==> src/rtl/decode_sequencer_pkg.sv <==
// Shared definitions for the decode/encode frame sequencer.
//   - FSM state encoding
//   - bit positions of the stage-enable one-hot vector (C, E, B, A, M, T)
//   - default frame length derived from traceback depth and radix
//   - en_onehot(): maps a state to its stage-enable vector
package decode_sequencer_pkg;

  localparam int TRACEBACK_DEPTH = 32;
  localparam int RADIX           = 4;
  localparam int FRAME_STEPS_DEF = TRACEBACK_DEPTH / RADIX;

  typedef enum logic [2:0] {
    S_IDLE, S_EXT, S_BM, S_ACS, S_MEM, S_TB, S_ENC, S_DONE
  } state_e;

  localparam int NUM_EN = 6;
  localparam int EN_C   = 0;
  localparam int EN_E   = 1;
  localparam int EN_B   = 2;
  localparam int EN_A   = 3;
  localparam int EN_M   = 4;
  localparam int EN_T   = 5;

  function automatic logic [NUM_EN-1:0] en_onehot(state_e s);
    logic [NUM_EN-1:0] v;
    v = '0;
    case (s)
      S_ENC:   v[EN_C] = 1'b1;
      S_EXT:   v[EN_E] = 1'b1;
      S_BM:    v[EN_B] = 1'b1;
      S_ACS:   v[EN_A] = 1'b1;
      S_MEM:   v[EN_M] = 1'b1;
      S_TB:    v[EN_T] = 1'b1;
      default: v = '0;
    endcase
    return v;
  endfunction

endpackage

==> src/rtl/decode_sequencer_if.sv <==
// Host/datapath-facing bundle of the sequencer.
//   master: host side, drives start/mode/ack/abort, observes status + enables
//   slave : the sequencer itself
interface decode_sequencer_if #(parameter int CNT_W = 8);
  logic             i_start;
  logic             i_mode_sel;
  logic             i_ack;
  logic             i_abort;
  logic             o_ready;
  logic             o_busy;
  logic             o_done;
  logic             o_mode;
  logic [CNT_W-1:0] o_step;
  logic             o_en_c, o_en_e, o_en_b, o_en_a, o_en_m, o_en_t;

  modport master (
    output i_start, i_mode_sel, i_ack, i_abort,
    input  o_ready, o_busy, o_done, o_mode, o_step,
    input  o_en_c, o_en_e, o_en_b, o_en_a, o_en_m, o_en_t
  );

  modport slave (
    input  i_start, i_mode_sel, i_ack, i_abort,
    output o_ready, o_busy, o_done, o_mode, o_step,
    output o_en_c, o_en_e, o_en_b, o_en_a, o_en_m, o_en_t
  );
endinterface

==> src/rtl/decode_sequencer_seq_counter.sv <==
// seq_counter: loadable down-counter with zero flag.
//   clr_i      synchronous clear (highest priority)
//   load_i     load load_val_i
//   dec_i      decrement, saturating at 0
//   zero_o     count == 0
module seq_counter #(
  parameter int CNT_W = 8
) (
  input  logic             clk,
  input  logic             rst_n,
  input  logic             clr_i,
  input  logic             load_i,
  input  logic [CNT_W-1:0] load_val_i,
  input  logic             dec_i,
  output logic             zero_o
);
  logic [CNT_W-1:0] cnt_q, cnt_d;

  always_comb begin
    cnt_d = cnt_q;
    if (clr_i)                     cnt_d = '0;
    else if (load_i)               cnt_d = load_val_i;
    else if (dec_i && cnt_q != '0) cnt_d = cnt_q - CNT_W'(1);
  end

  always_ff @(posedge clk or negedge rst_n) begin
    if (!rst_n) cnt_q <= '0;
    else        cnt_q <= cnt_d;
  end

  assign zero_o = (cnt_q == '0);
endmodule

==> src/rtl/decode_sequencer.sv <==
// decode_sequencer: job-driven scheduler for the encoder/decoder datapath.
// Accepts one job per start/ack handshake and walks the stage enables:
//   decode: FRAME_STEPS x (EXT,BM,ACS,MEM), then TB for TB_CYCLES, then DONE
//   encode: ENC for ENC_BITS cycles, then DONE
// Ports: clk, rst_n (async, active low), bus (slave modport of
// decode_sequencer_if: start/mode/ack/abort in; ready/busy/done/mode/step and
// the six one-hot stage enables out). All outputs come from registered state.
module decode_sequencer
  import decode_sequencer_pkg::*;
#(
  parameter int FRAME_STEPS = FRAME_STEPS_DEF,
  parameter int TB_CYCLES   = 8,
  parameter int ENC_BITS    = 8,
  parameter int CNT_W       = 8
) (
  input  logic                clk,
  input  logic                rst_n,
  decode_sequencer_if.slave   bus
);
  state_e           state_q, state_d;
  logic [CNT_W-1:0] step_q, step_d;
  logic             mode_q, mode_d;
  logic             cnt_clr, cnt_load, cnt_dec, cnt_zero;
  logic [CNT_W-1:0] cnt_val;
  logic [NUM_EN-1:0] en_vec;

  // One counter times both TB and ENC; it is loaded with len-1 on the
  // entering edge so the state lasts exactly len cycles.
  seq_counter #(.CNT_W(CNT_W)) u_cnt (
    .clk        (clk),
    .rst_n      (rst_n),
    .clr_i      (cnt_clr),
    .load_i     (cnt_load),
    .load_val_i (cnt_val),
    .dec_i      (cnt_dec),
    .zero_o     (cnt_zero)
  );

  always_ff @(posedge clk or negedge rst_n) begin
    if (!rst_n) begin
      state_q <= S_IDLE;
      step_q  <= '0;
      mode_q  <= 1'b0;
    end else begin
      state_q <= state_d;
      step_q  <= step_d;
      mode_q  <= mode_d;
    end
  end

  always_comb begin
    state_d  = state_q;
    step_d   = step_q;
    mode_d   = mode_q;
    cnt_clr  = 1'b0;
    cnt_load = 1'b0;
    cnt_dec  = 1'b0;
    cnt_val  = '0;
    case (state_q)
      S_IDLE: if (bus.i_start) begin
        mode_d = bus.i_mode_sel;
        if (bus.i_mode_sel) begin
          state_d  = S_ENC;
          cnt_load = 1'b1;
          cnt_val  = CNT_W'(ENC_BITS - 1);
        end else begin
          state_d  = S_EXT;
        end
      end
      S_EXT: state_d = S_BM;
      S_BM:  state_d = S_ACS;
      S_ACS: state_d = S_MEM;
      S_MEM: if (step_q < CNT_W'(FRAME_STEPS - 1)) begin
        step_d  = step_q + CNT_W'(1);
        state_d = S_EXT;
      end else begin
        step_d   = '0;
        state_d  = S_TB;
        cnt_load = 1'b1;
        cnt_val  = CNT_W'(TB_CYCLES - 1);
      end
      S_TB, S_ENC: if (cnt_zero) state_d = S_DONE;
                   else          cnt_dec = 1'b1;
      S_DONE: if (bus.i_ack) state_d = S_IDLE;
      default: state_d = S_IDLE;
    endcase
    // Abort wins over everything outside IDLE; in DONE it acts like ack.
    if (state_q != S_IDLE && bus.i_abort) begin
      state_d  = S_IDLE;
      step_d   = '0;
      cnt_clr  = 1'b1;
      cnt_load = 1'b0;
      cnt_dec  = 1'b0;
    end
  end

  always_comb begin
    en_vec      = en_onehot(state_q);
    bus.o_ready = (state_q == S_IDLE);
    bus.o_done  = (state_q == S_DONE);
    bus.o_busy  = (state_q != S_IDLE) && (state_q != S_DONE);
    bus.o_mode  = mode_q;
    bus.o_step  = step_q;
    bus.o_en_c  = en_vec[EN_C];
    bus.o_en_e  = en_vec[EN_E];
    bus.o_en_b  = en_vec[EN_B];
    bus.o_en_a  = en_vec[EN_A];
    bus.o_en_m  = en_vec[EN_M];
    bus.o_en_t  = en_vec[EN_T];
  end
endmodule
==> src/flat_wrapper.sv <==
// flat-port wrapper written by rule: the top's interface ports become plain ports
module decode_sequencer_flat import decode_sequencer_pkg::*;
#(
  parameter int FRAME_STEPS = FRAME_STEPS_DEF,
  parameter int TB_CYCLES   = 8,
  parameter int ENC_BITS    = 8,
  parameter int CNT_W       = 8
)
  (clk, rst_n, bus_i_start, bus_i_mode_sel, bus_i_ack, bus_i_abort, bus_o_ready, bus_o_busy, bus_o_done, bus_o_mode, bus_o_step, bus_o_en_c, bus_o_en_e, bus_o_en_b, bus_o_en_a, bus_o_en_m, bus_o_en_t);
  decode_sequencer_if #(.CNT_W(CNT_W)) bus_i ();
  input  logic clk;
  input  logic rst_n;
  input wire logic [$bits(bus_i.i_start)-1:0] bus_i_start;
  input wire logic [$bits(bus_i.i_mode_sel)-1:0] bus_i_mode_sel;
  input wire logic [$bits(bus_i.i_ack)-1:0] bus_i_ack;
  input wire logic [$bits(bus_i.i_abort)-1:0] bus_i_abort;
  output wire logic [$bits(bus_i.o_ready)-1:0] bus_o_ready;
  output wire logic [$bits(bus_i.o_busy)-1:0] bus_o_busy;
  output wire logic [$bits(bus_i.o_done)-1:0] bus_o_done;
  output wire logic [$bits(bus_i.o_mode)-1:0] bus_o_mode;
  output wire logic [$bits(bus_i.o_step)-1:0] bus_o_step;
  output wire logic [$bits(bus_i.o_en_c)-1:0] bus_o_en_c;
  output wire logic [$bits(bus_i.o_en_e)-1:0] bus_o_en_e;
  output wire logic [$bits(bus_i.o_en_b)-1:0] bus_o_en_b;
  output wire logic [$bits(bus_i.o_en_a)-1:0] bus_o_en_a;
  output wire logic [$bits(bus_i.o_en_m)-1:0] bus_o_en_m;
  output wire logic [$bits(bus_i.o_en_t)-1:0] bus_o_en_t;
  assign bus_i.i_start = bus_i_start;
  assign bus_i.i_mode_sel = bus_i_mode_sel;
  assign bus_i.i_ack = bus_i_ack;
  assign bus_i.i_abort = bus_i_abort;
  assign bus_o_ready = bus_i.o_ready;
  assign bus_o_busy = bus_i.o_busy;
  assign bus_o_done = bus_i.o_done;
  assign bus_o_mode = bus_i.o_mode;
  assign bus_o_step = bus_i.o_step;
  assign bus_o_en_c = bus_i.o_en_c;
  assign bus_o_en_e = bus_i.o_en_e;
  assign bus_o_en_b = bus_i.o_en_b;
  assign bus_o_en_a = bus_i.o_en_a;
  assign bus_o_en_m = bus_i.o_en_m;
  assign bus_o_en_t = bus_i.o_en_t;
  decode_sequencer #(.FRAME_STEPS(FRAME_STEPS), .TB_CYCLES(TB_CYCLES), .ENC_BITS(ENC_BITS), .CNT_W(CNT_W)) u_core (.clk(clk), .rst_n(rst_n), .bus(bus_i));
endmodule
==> config.mk <==
export PLATFORM = sky130hd
export DESIGN_NAME = decode_sequencer_flat
export DESIGN_NICKNAME = d
export VERILOG_FILES = /design/src/rtl/decode_sequencer_pkg.sv /design/src/rtl/decode_sequencer_if.sv /design/src/rtl/decode_sequencer_seq_counter.sv /design/src/rtl/decode_sequencer.sv /design/src/flat_wrapper.sv
export SDC_FILE = /design/constraint.sdc
export NUM_CORES = 1
export LEC_CHECK = 0
export CAP_MARGIN = 10
export CORE_ASPECT_RATIO = 1.4
export CORE_UTILIZATION = 35
export CTS_BUF_LIST = sky130_fd_sc_hd__clkbuf_2
export CTS_CLUSTER_DIAMETER = 80
export DETAILED_ROUTE_END_ITERATION = 8
export PLACE_DENSITY = 0.62
export SETUP_SLACK_MARGIN = 0.02
export SLEW_MARGIN = 20
export SYNTH_ARGS = -nofsm -noshare
export SYNTH_HDL_FRONTEND = slang
export SYNTH_SLANG_ARGS = --single-unit
==> constraint.sdc <==
create_clock -name clk -period 1.8 [get_ports clk]
set_clock_uncertainty 0.15 [all_clocks]
set_input_delay 0.36 -clock clk [delete_from_list [all_inputs] [get_ports clk]]
set_output_delay 0.36 -clock clk [all_outputs]
set_load 0.005 [all_outputs]
## Word-level counts from Yosys, hierarchy flattened

Cells that the tools add are included.

- Input bits: 6
- Register bits: 20

- Eq/ne operators: 11
- Muxes and demuxes: 32
- Magnitude comparators: 1
- Reductions and logical operators: 12
- $add $sub $neg: 2

Operator list:

| kind | number |
|---|---|
| $mux 8 | 7 |
| $mux 3 | 8 |
| $pmux 3 s7 | 1 |
| $pmux 8 s2 | 1 |
| $mux 1 | 14 |
| $eq 3x3->1 const B | 4 |
| $add 8x1->8 const B | 1 |
| $logic_not 8->1 | 1 |
| $lt 8x3->1 const B | 1 |
| $reduce_bool 8->1 | 1 |
| $sub 8x1->8 const B | 1 |
| $eq 3x2->1 const B | 2 |
| $ne 3x2->1 const B | 2 |
| $reduce_bool 3->1 | 2 |
| $eq 3x1->1 const B | 1 |
| $logic_and 1x1->1 | 3 |
| $logic_not 3->1 | 1 |
| $ne 3x1->1 const B | 1 |
| $ne 3x3->1 const B | 1 |
| $reduce_and 3->1 | 1 |
| $pmux 1 s2 | 1 |
| $reduce_and 2->1 | 1 |
| $reduce_bool 2->1 | 1 |
| $reduce_or 2->1 | 1 |

## Longest topological paths before layout

- Depth after elaboration: 8
- Gate-level depth with buffers: 7
- Gate-level depth less buffers: 6

## Hierarchy

A second synthesis with hierarchy kept.

- Cell total of the unflattened synthesis: 155
- Area total of the unflattened synthesis: 1,305.0 µm²

Modules (own cells, without submodules):

| module | seq. area each (µm²) | area each (µm²) | cells each | times used |
|---|---|---|---|---|
| decode_sequencer | 300.3 | 749.5 | 94 | 1 |
| seq_counter | 200.2 | 555.5 | 61 | 1 |

## Worst setup path after synthesis

OpenSTA, ideal clock, no wires.

- Kind: register to register
- Start point: register u_core.u_cnt.cnt_q[0]
- End point: register u_core.state_q[0]
- Clock period less this slack: 1.833 ns
- Library setup time: 0.125 ns
- Arrival: 1.558 ns
- Cell stages (with the launch flop): 7
- Path slack: -0.033 ns
- Cell sequence: dfrtp_1 -> inv_1 -> ha_1 -> nor3b_1 -> a22oi_1 -> o21ai_1 -> mux2_2

- Cells in the longest elaborated chain, start to end: 3

RTL lines:

| element | RTL line | text |
|---|---|---|
| start: declaration | decode_sequencer_seq_counter.sv:17 | `logic [CNT_W-1:0] cnt_q, cnt_d;` |
| start signal: assignment | decode_sequencer_seq_counter.sv:28 | `else cnt_q <= cnt_d;` |
| $logic_not 8->1 | decode_sequencer_seq_counter.sv:31 | `assign zero_o = (cnt_q == '0);` |
| $ne 3x1->1 (no line) | n/a |  |
| $reduce_and 3->1 (no line) | n/a |  |
| end signal: assignment | decode_sequencer.sv:45 | `state_q <= state_d;` |
| end: declaration | decode_sequencer.sv:20 | `state_e state_q, state_d;` |

Every way passes these cells.
A chain may end at the register's enable or synchronous reset.

## Final worst setup path

- Start point: register u_core.state_q[1]
- End point: register u_core.u_cnt.cnt_q[0]

- Cells in the longest elaborated chain, start to end: 6

RTL lines:

| element | RTL line | text |
|---|---|---|
| $eq 3x3->1 | decode_sequencer.sv:59 | `case (state_q)` |
| $reduce_or 2->1 | decode_sequencer.sv:59 |  |
| $mux 1 | decode_sequencer.sv:59 |  |
| $mux 1 | decode_sequencer.sv:88 | `if (state_q != S_IDLE && bus.i_abort) begin` |
| $logic_and 1x1->1 | decode_sequencer_seq_counter.sv:23 | `else if (dec_i && cnt_q != '0) cnt_d = cnt_q - CNT_W'(1);` |
| $reduce_bool 3->1 (no line) | n/a |  |

Several ways; a longest one is shown, not always the timed one.

==> impl_metrics.csv <==
group,metric,value,unit
layout,diodes,0,
detailed_routing,viasPerCell,5.536,
detailed_routing,routed_wl,4.042,mm
pwr,vdd_drop_max,0.9464,mV
timing,finalCriticalPeriod,1.852,ns
setup_path,reg2reg_depth,7,
layout,syn_to_final_growth,77.18,%
logic_synthesis,yosys-top-cells-area,"dfrtp_1 (41%), nor2_1 (4.3%), nand2_1 (3.7%), nand3_1 (3.3%), ha_1 (3.1%)",
floorplanning,die_x,51.95,um
place,port_buffers,23,
setup_path,rrSetupSlack,-0.05,ns
logic_synthesis,synth_top_family_by_area,"simple AND/OR/NAND/NOR gates",
detailed_routing,drtIter0Drc,48,
global_routing,grt_pass1_vias,1395,
logic_synthesis,postSynthCellCount,138,
setup_path,worst_setup_path_end_kind,"flop",
floorplanning,die_y,71.93,um
detailed_routing,vias,1395,
clocking,path_clk_slew,0.22,ns
setup_path,path_class,"reg2reg",
logic_synthesis,ys.flop_type,"dfrtp_1",
logic_synthesis,synthesis.nets,147,
layout,nets,222,
timing,max-slew-margin-rel,73.38,%
clocking,cts_root_buf,"clkbuf_2",
logic_synthesis,ys_seq_area_share,40.94,%
global_routing,grt_start_max_net_pins,21,
timing,hold_slack,0.1832,ns
global_routing,grt.met3_usage,1.677,%
setup_path,timing.critical_path.mode_cell,"buf_6",
setup_path,critPathSlowestCell,"dfrtp_2",
clocking,ctsHoldBuffers,0,
timing,finalHoldViolCount,0,
global_routing,globalRouteMet1Util,23.16,%
global_routing,grt-ovfl-total,0,
logic_synthesis,synthArstFlopShare,100.0,%
floorplanning,pin_count,24,
pwr,p_sw,1290,uW
logic_synthesis,synthesis.yosys.warnings,0,
place,dp_slack,-0.1683,ns
pwr,internal_power,1937,uW
status,status,"complete, but fails checks",
setup_path,cp_max_fo,6,
timing,final.setup.worst_slack,-0.05225,ns
clocking,clock_path_buffers,2,
logic_synthesis,synth_seq_cells,20,
place,placed_area,1655,um^2
floorplanning,rows,25,
floorplanning,core-area,3347,um^2
place,gp_congestion,0.8964,
detailed_routing,antenna_left,0,
pwr,p_comb_share,68.0,%
pwr,power_density,1490,nW/um^2
global_routing,grt_antenna_before_repair,0,
pwr,sw_frac_of_total,39.98,%
logic_synthesis,synth-edff-count,0,
global_routing,grt_most_used_layer,"met2",
timing,setup_violations,8,
detailed_routing,drt_first_pass_iters,4,
setup_path,max_stage_delay,0.48,ns
timing,rsz0062_at_grt,"yes",
setup_path,rr_startpoint,"u_core.state_q[1]",
clocking,cts_inserted_buffers,3,
layout,drive_gt1_share,53.30,%
global_routing,gr-usage-met2,39.03,%
global_routing,grt.total_usage,20.73,%
logic_synthesis,synth_top_area_share,40.94,%
setup_path,crit_arrival,1.94,ns
layout,multiInputGateArea,885.9,um^2
logic_synthesis,synth_area,1222,um^2
logic_synthesis,synthSimpleGateAreaFrac,26.61,%
clocking,clk-insertion-delay-late,0.33,ns
detailed_routing,wire_per_inst,16.04,um
logic_synthesis,syn_avg_cell_area,8.858,um^2
logic_synthesis,synth.distinct_cells,49,
setup_path,startpoint_type,"flop",
timing,max_slew.worst_pin.slew,0.3984,ns
clocking,cts_max_level,1,
setup_path,path_cells,"buf_6 > buf_8 > xnor2_4 > a211o_1 > buf_6 > buf_4 > o211ai_1",
setup_path,crit_required,1.89,ns
flow_run,drv_cap,0,
detailed_routing,drc_errors,0,
floorplanning,die_area,3736,um^2
clocking,cts_tree,"done",
place,dpl.hpwl,2.405,mm
pwr,leakagePower,0.001089,uW
timing,fin_crit_sh,102.9,%
logic_synthesis,synthXorXnorAreaFrac,0.7165,%
clocking,clock_sinks,20,
logic_synthesis,yosys.area.top_type,"dfrtp_1",
setup_path,timing.rr.end,"u_core.u_cnt.cnt_q[0]",
floorplanning,initial_core_util,36.52,%
logic_synthesis,synth_compound_area_share,20.88,%
layout,fin_area,2166,um^2
global_routing,grt_pass1_wl,5.906,mm
pwr,clkPwrFrac,10.6,%
timing,slew_violations,0,
layout,nFillCells,238,
layout,regArea,504.2,um^2
logic_synthesis,synth_fa_ha_area_share,3.071,%
pwr,seqPwrFrac,21.4,%
status,violations,"setup timing",
timing,fmax,539.9,MHz
logic_synthesis,muxShareOfSynthArea,2.661,%
hold_path,hold_class,"in2async",
registers in the layout (all words and copies together), names as in the netlist:
| register | count |
|---|---|
| u_core.bus.o_step | 8 |
| u_core.u_cnt.cnt_q | 8 |
| u_core.state_q | 3 |
| u_core.bus.o_mode | 1 |
worst max-delay path: cells and delay by family, from the launching register on:
kind,cells,cell delay [ns]
AO/OA/AOI/OAI,2,0.46
XOR/XNOR,1,0.14
flip-flops,1,0.48
buffers and inverters,4,0.55
layout make-up:
cell class / instances / area share, %
timing repair buffer: 77 / 30.39
tap: 40 / 2.311
sequential: 20 / 23.28
multi-input combinational: 105 / 40.90
inverter: 6 / 1.040
clock buffer: 3 / 0.6932
clock inverter: 1 / 1.386
timing repair:
item,4_1_cts,5_1_grt
gates resized for setup,64,43
cloned,1,0
pin swaps,9,12
buffers inserted,18,11
endpoints found under the hold margin,0,0
setup endpoints to repair,25,28
cells by family (layout without fill, tap and decap cells):
family          Yosys count  count (layout)
compound gates           36              36
xor+xnor                  1               1
fa+ha+maj                 3               3
buf+inv                  13              87
flops                    20              20
mux                       3               3
simple gates             62              62
cell usage after synthesis, types with 3 or more instances:
| cell | instances |
|---|---|
| dfrtp_1 | 20 |
| nor2_1 | 14 |
| nand2_1 | 12 |
| nand3_1 | 8 |
| a21oi_1 | 6 |
| nand2b_1 | 6 |
| inv_1 | 5 |
| o21ai_1 | 5 |
| a21o_1 | 3 |
| ha_1 | 3 |
| nor3_1 | 3 |
routing by layer:
metal | vias up | routed length (um) | share of wire, %
met4 | 0 | 129 | 3.2
met3 | 14 | 77 | 1.9
met2 | 29 | 2309 | 57
li1 | 652 | - | -
met1 | 700 | 1526 | 38
met5 | - | 0 | 0
stage by stage:
stage | total power (uW) | TNS [ns] | utilization [%] | instances
after floorplan | 1456 | 0 | - | 138
after global placement | 2095 | -0.8905 | 49.46 | 219
after detailed placement | 2129 | -1.170 | 49.46 | 219
after CTS | 2811 | -0.2527 | 57.35 | 242
after global routing | 3399 | -1.028 | 64.71 | 252
final | 3227 | -0.1759 | 64.71 | 252
cell usage in the layout, fill, tap and decap left out, types with 3 or more instances in the layout:
cell	instances
a21o_1	3
a21oi_1	4
buf_2	7
buf_4	41
buf_6	13
clkbuf_2	3
clkdlybuf4s50_1	6
dfrtp_1	17
dfrtp_2	3
dlygate4sd2_1	5
dlymetal6s2s_1	4
inv_1	3
inv_2	3
nand2_1	11
nand2b_1	3
nand3_1	5
nand3_2	3
nor2_1	8
nor2_2	6
o21ai_2	4
how the worst max path moves through the flow:
stage	start	end	slack [ns]	depth (start not counted)
6_report	u_core.state_q[1]	u_core.u_cnt.cnt_q[0]	-0.05	7
5_1_grt	u_core.state_q[0]	bus_o_ready	-0.12	4
4_1_cts	u_core.state_q[2]	bus_o_busy	-0.1	4
3_5_place_dp	bus_i_abort	u_core.u_cnt.cnt_q[4]	-0.17	5
3_3_place_gp	bus_i_abort	u_core.state_q[0]	-0.11	5
2_1_floorplan	u_core.u_cnt.cnt_q[0]	u_core.u_cnt.cnt_q[3]	0.05	6
power by group through the flow:
stage,Clock (uW),Combinational [uW],Sequential (uW)
3_3_place_gp,0,1400,694
4_1_cts,347,1790,675
6_report,342,2200,690
2_1_floorplan,0,762,694
3_5_place_dp,0,1430,695
5_1_grt,361,2340,702
No activity file was read; power rests on OpenSTA's default activity.
